<file path="config.mk">
export PLATFORM = sky130hd
export DESIGN_NAME = serialtofed_sched
export DESIGN_NICKNAME = d
export VERILOG_FILES = /design/src/rtl/serialtofed_sched.sv
export SDC_FILE = /design/constraint.sdc
export NUM_CORES = 1
export LEC_CHECK = 0
export ABC_AREA = 1
export CELL_PAD_IN_SITES_DETAIL_PLACEMENT = 0
export CELL_PAD_IN_SITES_GLOBAL_PLACEMENT = 2
export CORE_MARGIN = 3
export CORE_UTILIZATION = 30
export DETAILED_ROUTE_END_ITERATION = 7
export PLACE_DENSITY_LB_ADDON = 0.1
export SETUP_SLACK_MARGIN = 0.2
export SLEW_MARGIN = 20
export SYNTH_ARGS = -nofsm -noshare
export SYNTH_HDL_FRONTEND = slang
export SYNTH_SLANG_ARGS = --single-unit
export TNS_END_PERCENT = 20
</file>
<file path="constraint.sdc">
create_clock -name clk -period 2.43 [get_ports clk]
set_input_delay 0.6075 -clock clk [delete_from_list [all_inputs] [get_ports clk]]
set_output_delay 0.6075 -clock clk [all_outputs]
set_load 0.01 [all_outputs]
</file>
<file path="src/rtl/serialtofed_sched.sv">
// Two-requester round-robin scheduler that streams each 5-bit codeword MSB-first
// into an external serial 2-of-5 checker and returns the verdict with statistics.
module serialtofed_sched #(
    parameter int CNT_W = 8
) (
    input  logic             clk,
    input  logic             resetN,
    input  logic [1:0]       req_valid,
    input  logic [9:0]       req_code,
    output logic [1:0]       req_ready,
    output logic             rsp_valid,
    output logic             rsp_id,
    output logic             rsp_ok,
    input  logic             rsp_ready,
    output logic             chk_rst,
    output logic             chk_din,
    input  logic             chk_valid,
    output logic             busy,
    input  logic             clr_cnt,
    output logic [CNT_W-1:0] ok_cnt,
    output logic [CNT_W-1:0] bad_cnt
);

    typedef enum logic [2:0] {IDLE, SYNC, SHIFT, CHECK, RESP} state_t;

    state_t     state, state_nxt;
    logic [2:0] bcnt;
    logic       last_grant;
    logic       grant_id;
    logic [4:0] code_p0;

    function automatic logic [CNT_W-1:0] sat_inc(input logic [CNT_W-1:0] v);
        return (&v) ? v : v + {{(CNT_W-1){1'b0}}, 1'b1};
    endfunction

    // On a tie the requester that lost last time wins.
    always_comb begin
        case (req_valid)
            2'b10:   grant_id = 1'b1;
            2'b11:   grant_id = ~last_grant;
            default: grant_id = 1'b0;
        endcase
    end

    // Grant is masked while reset is held so no requester sees a handshake then.
    assign req_ready = (resetN && state == IDLE && |req_valid)
                       ? (grant_id ? 2'b10 : 2'b01) : 2'b00;
    assign busy = (state != IDLE);

    always_comb begin
        state_nxt = state;
        chk_rst   = 1'b1;
        chk_din   = 1'b0;
        rsp_valid = 1'b0;
        case (state)
            IDLE:  if (|req_valid) state_nxt = SYNC;
            SYNC:  state_nxt = SHIFT;
            SHIFT: begin
                chk_rst = 1'b0;
                chk_din = code_p0[3'd4 - bcnt];
                if (bcnt == 3'd4) state_nxt = CHECK;
            end
            CHECK: state_nxt = RESP;
            RESP: begin
                rsp_valid = 1'b1;
                if (rsp_ready) state_nxt = IDLE;
            end
            default: state_nxt = IDLE;
        endcase
    end

    // Stage 0: codeword capture at the grant edge
    always_ff @(posedge clk) begin
        if (state == IDLE && |req_valid)
            code_p0 <= grant_id ? req_code[9:5] : req_code[4:0];
    end

    always_ff @(posedge clk or negedge resetN) begin
        if (!resetN) begin
            state      <= IDLE;
            bcnt       <= 3'd0;
            last_grant <= 1'b1;
            rsp_id     <= 1'b0;
            rsp_ok     <= 1'b0;
            ok_cnt     <= '0;
            bad_cnt    <= '0;
        end else begin
            state <= state_nxt;
            case (state)
                IDLE: if (|req_valid) begin
                    last_grant <= grant_id;
                    rsp_id     <= grant_id;
                end
                SYNC:    bcnt   <= 3'd0;
                SHIFT:   bcnt   <= bcnt + 3'd1;
                CHECK:   rsp_ok <= chk_valid;
                default: ;
            endcase
            // A clear wins over the increment of the same cycle.
            if (clr_cnt) begin
                ok_cnt  <= '0;
                bad_cnt <= '0;
            end else if (state == CHECK) begin
                if (chk_valid) ok_cnt  <= sat_inc(ok_cnt);
                else           bad_cnt <= sat_inc(bad_cnt);
            end
        end
    end

endmodule

</file>
==> Word-level counts from Yosys, hierarchy flattened <==
Cells that the tools add are included.
Widths: inputs -> output; s select.
{ "op_classes": {"add_sub_neg": 4, "order_cmp": 1, "n_eq_ne": 13, "mux": 22, "n_bitwise": 1, "reduce_logical": 15} }
{ "ops": {"columns": ["operator", "count"], "rows": [
  ["$mux 8", 8],
  ["$add 8x1->8 const B", 2],
  ["$reduce_and 8->1", 2],
  ["$pmux 3 s5", 1],
  ["$ne 2x2->1 const B", 5],
  ["$mux 3", 3],
  ["$reduce_and 3->1", 3],
  ["$eq 3x2->1 const B", 2],
  ["$eq 3x3->1 const B", 2],
  ["$pmux 3 s2", 1],
  ["$reduce_bool 2->1", 3],
  ["$mux 5", 1],
  ["$eq 2x2->1 const B", 2],
  ["$lt 3x4->1 const B", 1],
  ["$mux 1", 4],
  ["$mux 2", 2],
  ["$add 3x1->3 const B", 1],
  ["$bmux 1 s3", 1],
  ["$eq 3x1->1 const B", 1],
  ["$logic_and 1x1->1", 3],
  ["$logic_not 3->1", 1],
  ["$reduce_bool 3->1", 1],
  ["$sub 3x3->3 const A", 1],
  ["$ne 2x1->1 const B", 1],
  ["other kinds (4)", 4]
]} }
{ "totals": {"reg_bits": 30, "elab_cells": 64} }

==> Longest topological paths before layout <==
Gate-level depths: netlist of run 1.
{ "logic_depth": {"ltp_word": 5, "mapped_depth": 9, "ltp_nobuf": 9} }

==> Least setup slack after synthesis of run 1 <==
OpenSTA, ideal clock, no wires.
{ "synth_timing": {"kind": "input -> output", "startpoint": "input port req_valid[1]", "endpoint": "output port req_ready[1]", "t_arrival_ns": 1.317, "t_required_ns": 1.822, "path_slack_ns": 0.505, "cell_stages": 4, "path_buffers": 0, "cell_sequence": "inv_2 -> a21oi_1 -> inv_2 -> nor2_1"} }
{ "synth_between": {"elab_chain_cells": 4, "elab_cells_between_ends": 7, "cone_classes": "2 x eq/ne; 3 x mux; 2 x reduce/logical"} }
{ "synth_lines": {"columns": ["element", "line", "text"], "rows": [
  ["start: declaration", "8", "input logic [1:0] req_valid,"],
  ["$eq 2x2->1", "38", "case (req_valid)"],
  ["$pmux 1 s2", "38", null],
  ["$mux 2", "47", "? (grant_id ? 2'b10 : 2'b01) : 2'b00;"],
  ["$mux 2 (*)", "47", null],
  ["end: declaration", "10", "output logic [1:0] req_ready,"]
]} }
Every way passes the cells marked *; elsewhere a longest branch is shown, timed or not.

==> Worst setup path in the final report of run 1 <==
{ "layout_timing": {"startpoint": "input port req_valid[0]", "endpoint": "output port req_ready[1]"} }
Same word-level chain as after synthesis.

==> results.ini, run 1 <==
[outcome]
outcome = completed

[detailed_routing]
via_per_inst = 4.40
dr.pass1.iters = 4
wl_mm = 4.17
final_antenna_net_count = 0
wl_per_cell_um = 11.7
num_vias = 1572
drcViolationCount = 0
drt_iter0_markers = 69

[cts]
clock_latency_ns = 0.28
cts_tree = built
numCtsBuffers = 5
numClockSinks = 30
cts_hold_buf = 0
path_clk_slew_ns = 0.06
cts_max_level = 2
clock_path_buffers = 2
cts_root_buffer = clkbuf_8

[placed_design]
gp_congestion = 0.755
dpl.cell_count = 347
port_buffers = 40
dp_hpwl_mm = 3.23
dpl_cell_area_um2 = 2310

[floorplan]
ios = 41
start_util_pct = 31.2
die_w_um = 81.9
row_count = 27
core_region_area_um2 = 5540
die-area_um2 = 6710
die_y_um = 81.9

[finish]
final_nets = 306
num_antenna_cells = 0
finalNonFillerCells = 357
mostFrequentLayoutCells = 79 x nand2_1, 36 x clkdlybuf4s50_1, 24 x dfrtp_1, 19 x inv_1
final_common_cell = nand2_1
finalInstanceArea_um2 = 2410
drive_above_1_share_pct = 19.3
syn_to_final_growth_pct = 39.4

[worst_setup_path]
slowest_stage = clkdlybuf4s50_1
crit_family = buffers and inverters
cp.required_ns = 1.82
worst-path-max-fanout = 2
worstRegToRegCells = 7
worstPathCellList = clkdlybuf4s50_1 -> inv_1 -> a21oi_2 -> nand2_2 -> nor2_1 -> buf_2
cp.arrival_ns = 1.62
worstSetupPathType = in -> out
slowest_delay_ns = 0.49
crit_buf_inv = 3
critPathCaptureType = output pin
crit_cells = 6
start_kind = primary input

[sta]
worst_slew_pin_slew_ns = 0.349
setup_violations = 0
slew_violations = 0
finalSetupTns_ns = 0
relSlewSlack_pct = 76.7
finalHoldViolations = 0
fmax_mhz = 449
rsz0062_at_grt = yes
skew_ns = 0.00594
min_period_ns = 2.23
fin_crit_sh_pct = 91.6

[global_routing]
antenna_found_initial = 0
grt_start_max_net_pins = 26
grt_overflow = 0
grt_pass1_vias = 1567
grt_pass1_wl_mm = 7.33
grt_use_total_pct = 14.3

[synthesis]
ys_seq_elements = 30
synth_cell_type_count = 33
yosysWarningCount = 0
syn-cell-area_um2 = 1730
synth_ff_type = dfrtp_1
avgSynthCellArea_um2 = 7.75
synth_edf_count = 5
syn_nets = 245
synth_cells = 223
async_flop_share_pct = 83.3
ys_seq_area_share_pct = 45.0

[power]
irDropWorstVdd_mv = 0.484
power_density_nw_per_um2 = 793
leakage_nw = 1.17
power_mw = 1.91

[min_path]
hold_depth = 2
hold_path_class = reg -> reg

[run]
cap_violations = 0

==> metal layers <==
layer / global-route usage [%] / wire length [um] / vias to the layer above
li1: - / - / 838
met1: 18.5 / 2000 / 696
met2: 23.3 / 1920 / 34
met3: 4.17 / 214 / 4
met4: 3.99 / 40 / 0
met5: 0 / 0 / -
==> cell usage after synthesis, types with 3 or more instances <==
cell type	count	share of area [%]
inv_1	21	4.6
o21ai_0	4	1.2
nand2_1	81	18
edfxtp_1	5	8.7
nor2_1	16	3.5
nand2_2	4	1.4
o21ai_1	3	0.87
a21oi_1	4	1.2
nand3_1	16	4.6
ha_1	5	3.6
nand4_1	6	2.2
xor2_1	3	1.5
nor2_2	4	1.4
inv_2	5	1.1
dfrtp_1	24	35
==> flip-flops by register name (all words and copies together), names as in the netlist <==
name	flops
code_p0	5
state	3
rsp_ok	1
ok_cnt	8
bcnt	3
last_grant	1
bad_cnt	8
rsp_id	1
==> where the power goes <==
group | switching [mW] | internal (mW) | leakage, nW
sequential | 0.0608 | 0.642 | 0.383
clock | 0.185 | 0.203 | 0.0395
combinational | 0.456 | 0.362 | 0.745
==> layout make-up <==
| cell class | instances | area (um2) |
|---|---|---|
| Fill cell | 602 | 3130 |
| Multi-Input combinational cell | 164 | 853 |
| Sequential cell | 30 | 777 |
| Timing Repair Buffer | 55 | 500 |
| Inverter | 28 | 108 |
| Tap cell | 72 | 90.1 |
| Clock buffer | 8 | 80.1 |
==> tightest hold or removal path: cells and delay by family, from the launching register on <==
family	cells	cell delay (ns)
flops	1	0.34
simple gates	2	0.10
==> stage by stage <==
step                worst slack, ns  hold WS (ns)  util [%]
floorplan                     0.505         0.312         -
global placement             -0.236         0.456      41.7
detailed placement           -0.216         0.462      41.7
CTS                           0.173         0.479      43.0
global route                  0.130         0.526      43.5
finish                        0.204         0.474      43.5
==> path summary, 6_finish.rpt <==
path                                   start      endpoint  slack (ns)
worst max register to register      state[2]    code_p0[2]        0.97
min in group asynchronous             resetN      state[2]        0.78
worst max-delay path            req_valid[0]  req_ready[1]        0.20
worst min register to register        rsp_ok        rsp_ok        0.47
worst min-delay path                  rsp_ok        rsp_ok        0.47
max in group asynchronous             resetN    last_grant        1.35
==> what timing repair did <==
item	in CTS	in global routing
pin swaps	1	4
hold endpoints to repair	0	0
buffers inserted	0	2
endpoints found under the setup margin	4	5
gates resized for setup	14	6
==> cells by family (layout without fill, tap and decap cells) <==
family	Yosys count	in the layout	synth area share (%)
compound gates	18	18	6.81
xor+xnor	4	4	2.03
fa+ha+maj	5	5	3.62
buf+inv	29	91	6.52
flops	30	30	45.0
simple gates	137	137	36.1
No activity file was read; power rests on OpenSTA's default activity.
==> run 2: changes to the inputs <==
--- a/config.mk
+++ b/config.mk
@@ -6,7 +6,7 @@
 export NUM_CORES = 1
 export LEC_CHECK = 0
 export ABC_AREA = 1
-export CELL_PAD_IN_SITES_DETAIL_PLACEMENT = 0
+export CELL_PAD_IN_SITES_DETAIL_PLACEMENT = 1
 export CELL_PAD_IN_SITES_GLOBAL_PLACEMENT = 2
 export CORE_MARGIN = 3
 export CORE_UTILIZATION = 30
@@ -17,4 +17,4 @@
 export SYNTH_ARGS = -nofsm -noshare
 export SYNTH_HDL_FRONTEND = slang
 export SYNTH_SLANG_ARGS = --single-unit
-export TNS_END_PERCENT = 20
+export TNS_END_PERCENT = 10
==> results.ini, run 2 (synthesis gave the netlist of run 1 again) <==
[outcome]
outcome = completed

[finish]
drive_above_1_share_pct = 17.0  ; -2.3 points
final_common_cell = nand2_1
final_nets = 304  ; -0.65%
syn_to_final_growth_pct = 38.1
reg_top3 = bad_cnt: 8 flops, ok_cnt: 8 flops, code_p0: 5 flops
num_antenna_cells = 0  ; unchanged
mostFrequentLayoutCells = 81 x nand2_1, 36 x clkdlybuf4s50_1, 24 x dfrtp_1, 21 x inv_1
finalInstanceArea_um2 = 2390  ; -0.93%

[worst_setup_path]
worstSetupPathType = reg -> out
critPathCaptureType = output pin
start_kind = register
cp.arrival_ns = 1.62  ; about the same
worst-path-max-fanout = 5  ; +3
cp.required_ns = 1.82  ; about the same

[run]
cap_violations = 0  ; unchanged

[floorplan]
die-area_um2 = 6710  ; unchanged
core_region_area_um2 = 5540  ; unchanged
die_w_um = 81.9  ; unchanged
row_count = 27  ; unchanged
ios = 41  ; unchanged
start_util_pct = 31.2  ; unchanged
die_y_um = 81.9  ; unchanged

[sta]
finalHoldViolations = 0  ; unchanged
rsz0062_at_grt = yes
min_period_ns = 2.23  ; +0.00251 ns
slew_violations = 0  ; unchanged
setup_violations = 0  ; unchanged
setup_slack_ns = 0.201  ; -0.00251 ns
timing.hold.ws_ns = 0.474  ; +0.000654 ns
relSlewSlack_pct = 76.5  ; -0.17 points
skew_ns = 0.00246  ; -0.00348 ns
fmax_mhz = 449  ; -0.11%
worst_slew_pin_slew_ns = 0.352  ; +0.00261 ns
fin_crit_sh_pct = 91.7  ; +0.10 points

[min_path]
hold_path_class = reg -> reg

[global_routing]
grt_start_max_net_pins = 26  ; unchanged
grt_pass1_wl_mm = 7.85  ; +7.0%
antenna_found_initial = 0  ; unchanged
grt_use_total_pct = 15.2  ; +0.89 points
grt_overflow = 0  ; unchanged
grt_pass1_vias = 1656  ; +5.7%

[placed_design]
pre_cts_ws_ns = -0.236  ; -0.0196 ns
dp_hpwl_mm = 3.64  ; +13%
dpl_cell_area_um2 = 2310  ; unchanged
gp_congestion = 0.755  ; unchanged
port_buffers = 40  ; unchanged

[power]
power_density_nw_per_um2 = 787  ; -0.67%
power_switching_share_pct = 36.9  ; +0.14 points
p_comb_share_pct = 42.0  ; -0.8 points
p_seq_share_pct = 37.5  ; +0.7 points
power.switching_mw = 0.694  ; -1.2%
irDropWorstVdd_mv = 0.535  ; +11%
clkPwrFrac_pct = 20.4  ; about the same
intPower_mw = 1.18  ; -1.8%
leakage_nw = 1.15  ; -1.5%
power_mw = 1.88  ; -1.6%

[detailed_routing]
via_per_inst = 4.59  ; +4.3%
final_antenna_net_count = 0  ; unchanged
wl_mm = 4.48  ; +7.5%
drcViolationCount = 0  ; unchanged
dr.pass1.iters = 4  ; unchanged
wl_per_cell_um = 12.6  ; +8.1%
drt_iter0_markers = 64  ; -7.2%
num_vias = 1631  ; +3.8%

[cts]
cts_root_buffer = clkbuf_8
cts_hold_buf = 0  ; unchanged
numClockSinks = 30  ; unchanged
clock_latency_ns = 0.27  ; about the same
cts_tree = built
clock_path_buffers = 2  ; unchanged
path_clk_slew_ns = 0.06  ; about the same
numCtsBuffers = 5  ; unchanged
cts_max_level = 2  ; unchanged

-- run 2: final cells by class --
class	instances	area [um2]
Multi-Input combinational cell	164	846
Sequential cell	30	777
Fill cell	714	3150
Clock buffer	8	80.1
Inverter	28	108
Tap cell	72	90.1
Timing Repair Buffer	53	485
-- run 2: layer usage --
| metal | wire length [um] | GRT usage (%) | vias up |
|---|---|---|---|
| met5 | 0 | 0 | - |
| li1 | - | - | 825 |
| met1 | 2110 | 19.2 | 768 |
| met3 | 182 | 3.95 | 2 |
| met2 | 2170 | 26.1 | 36 |
| met4 | 14 | 2.99 | 0 |
-- run 2: final timing paths --
path | from | to | slack (ns) | cells past startpoint
min | rsp_ok | rsp_ok | 0.47 | 2
max in group asynchronous | resetN | last_grant | 1.39 | 2
min reg2reg | rsp_ok | rsp_ok | 0.47 | 2
max reg2reg | ok_cnt[1] | ok_cnt[6] | 1.00 | 9
max | state[1] | rsp_valid | 0.20 | 3
min in group asynchronous | resetN | state[2] | 0.74 | 2
-- run 2: worst max-delay path, stage by stage, from the launching register on --
cell	delay [ns]
dfrtp_1	0.39
buf_4	0.16
nor3_1	0.21
clkdlybuf4s50_1	0.58
-- run 2: power groups by stage --
stage	Combinational (mW)	Clock, mW	Sequential, mW
2_1_floorplan	0.417	0	0.731
5_1_grt	0.892	0.432	0.721
3_3_place_gp	0.791	0	0.710
4_1_cts	0.801	0.403	0.707
6_report	0.790	0.383	0.705
3_5_place_dp	0.801	0	0.713
-- run 2: metrics by stage --
stage	utilization [%]	std cells	TNS, ns
finish	43.1	355	0
global route	43.1	355	0
CTS	43.0	355	0
detailed placement	41.7	347	-0.454
global placement	41.7	347	-0.462
floorplan	-	223	0
-- run 2: timing repair --
action | in CTS | in global routing
endpoints found under the setup margin | 4 | 6
pin swaps | 2 | 0
resized for setup | 14 | 1
setup buffers | 0 | 0
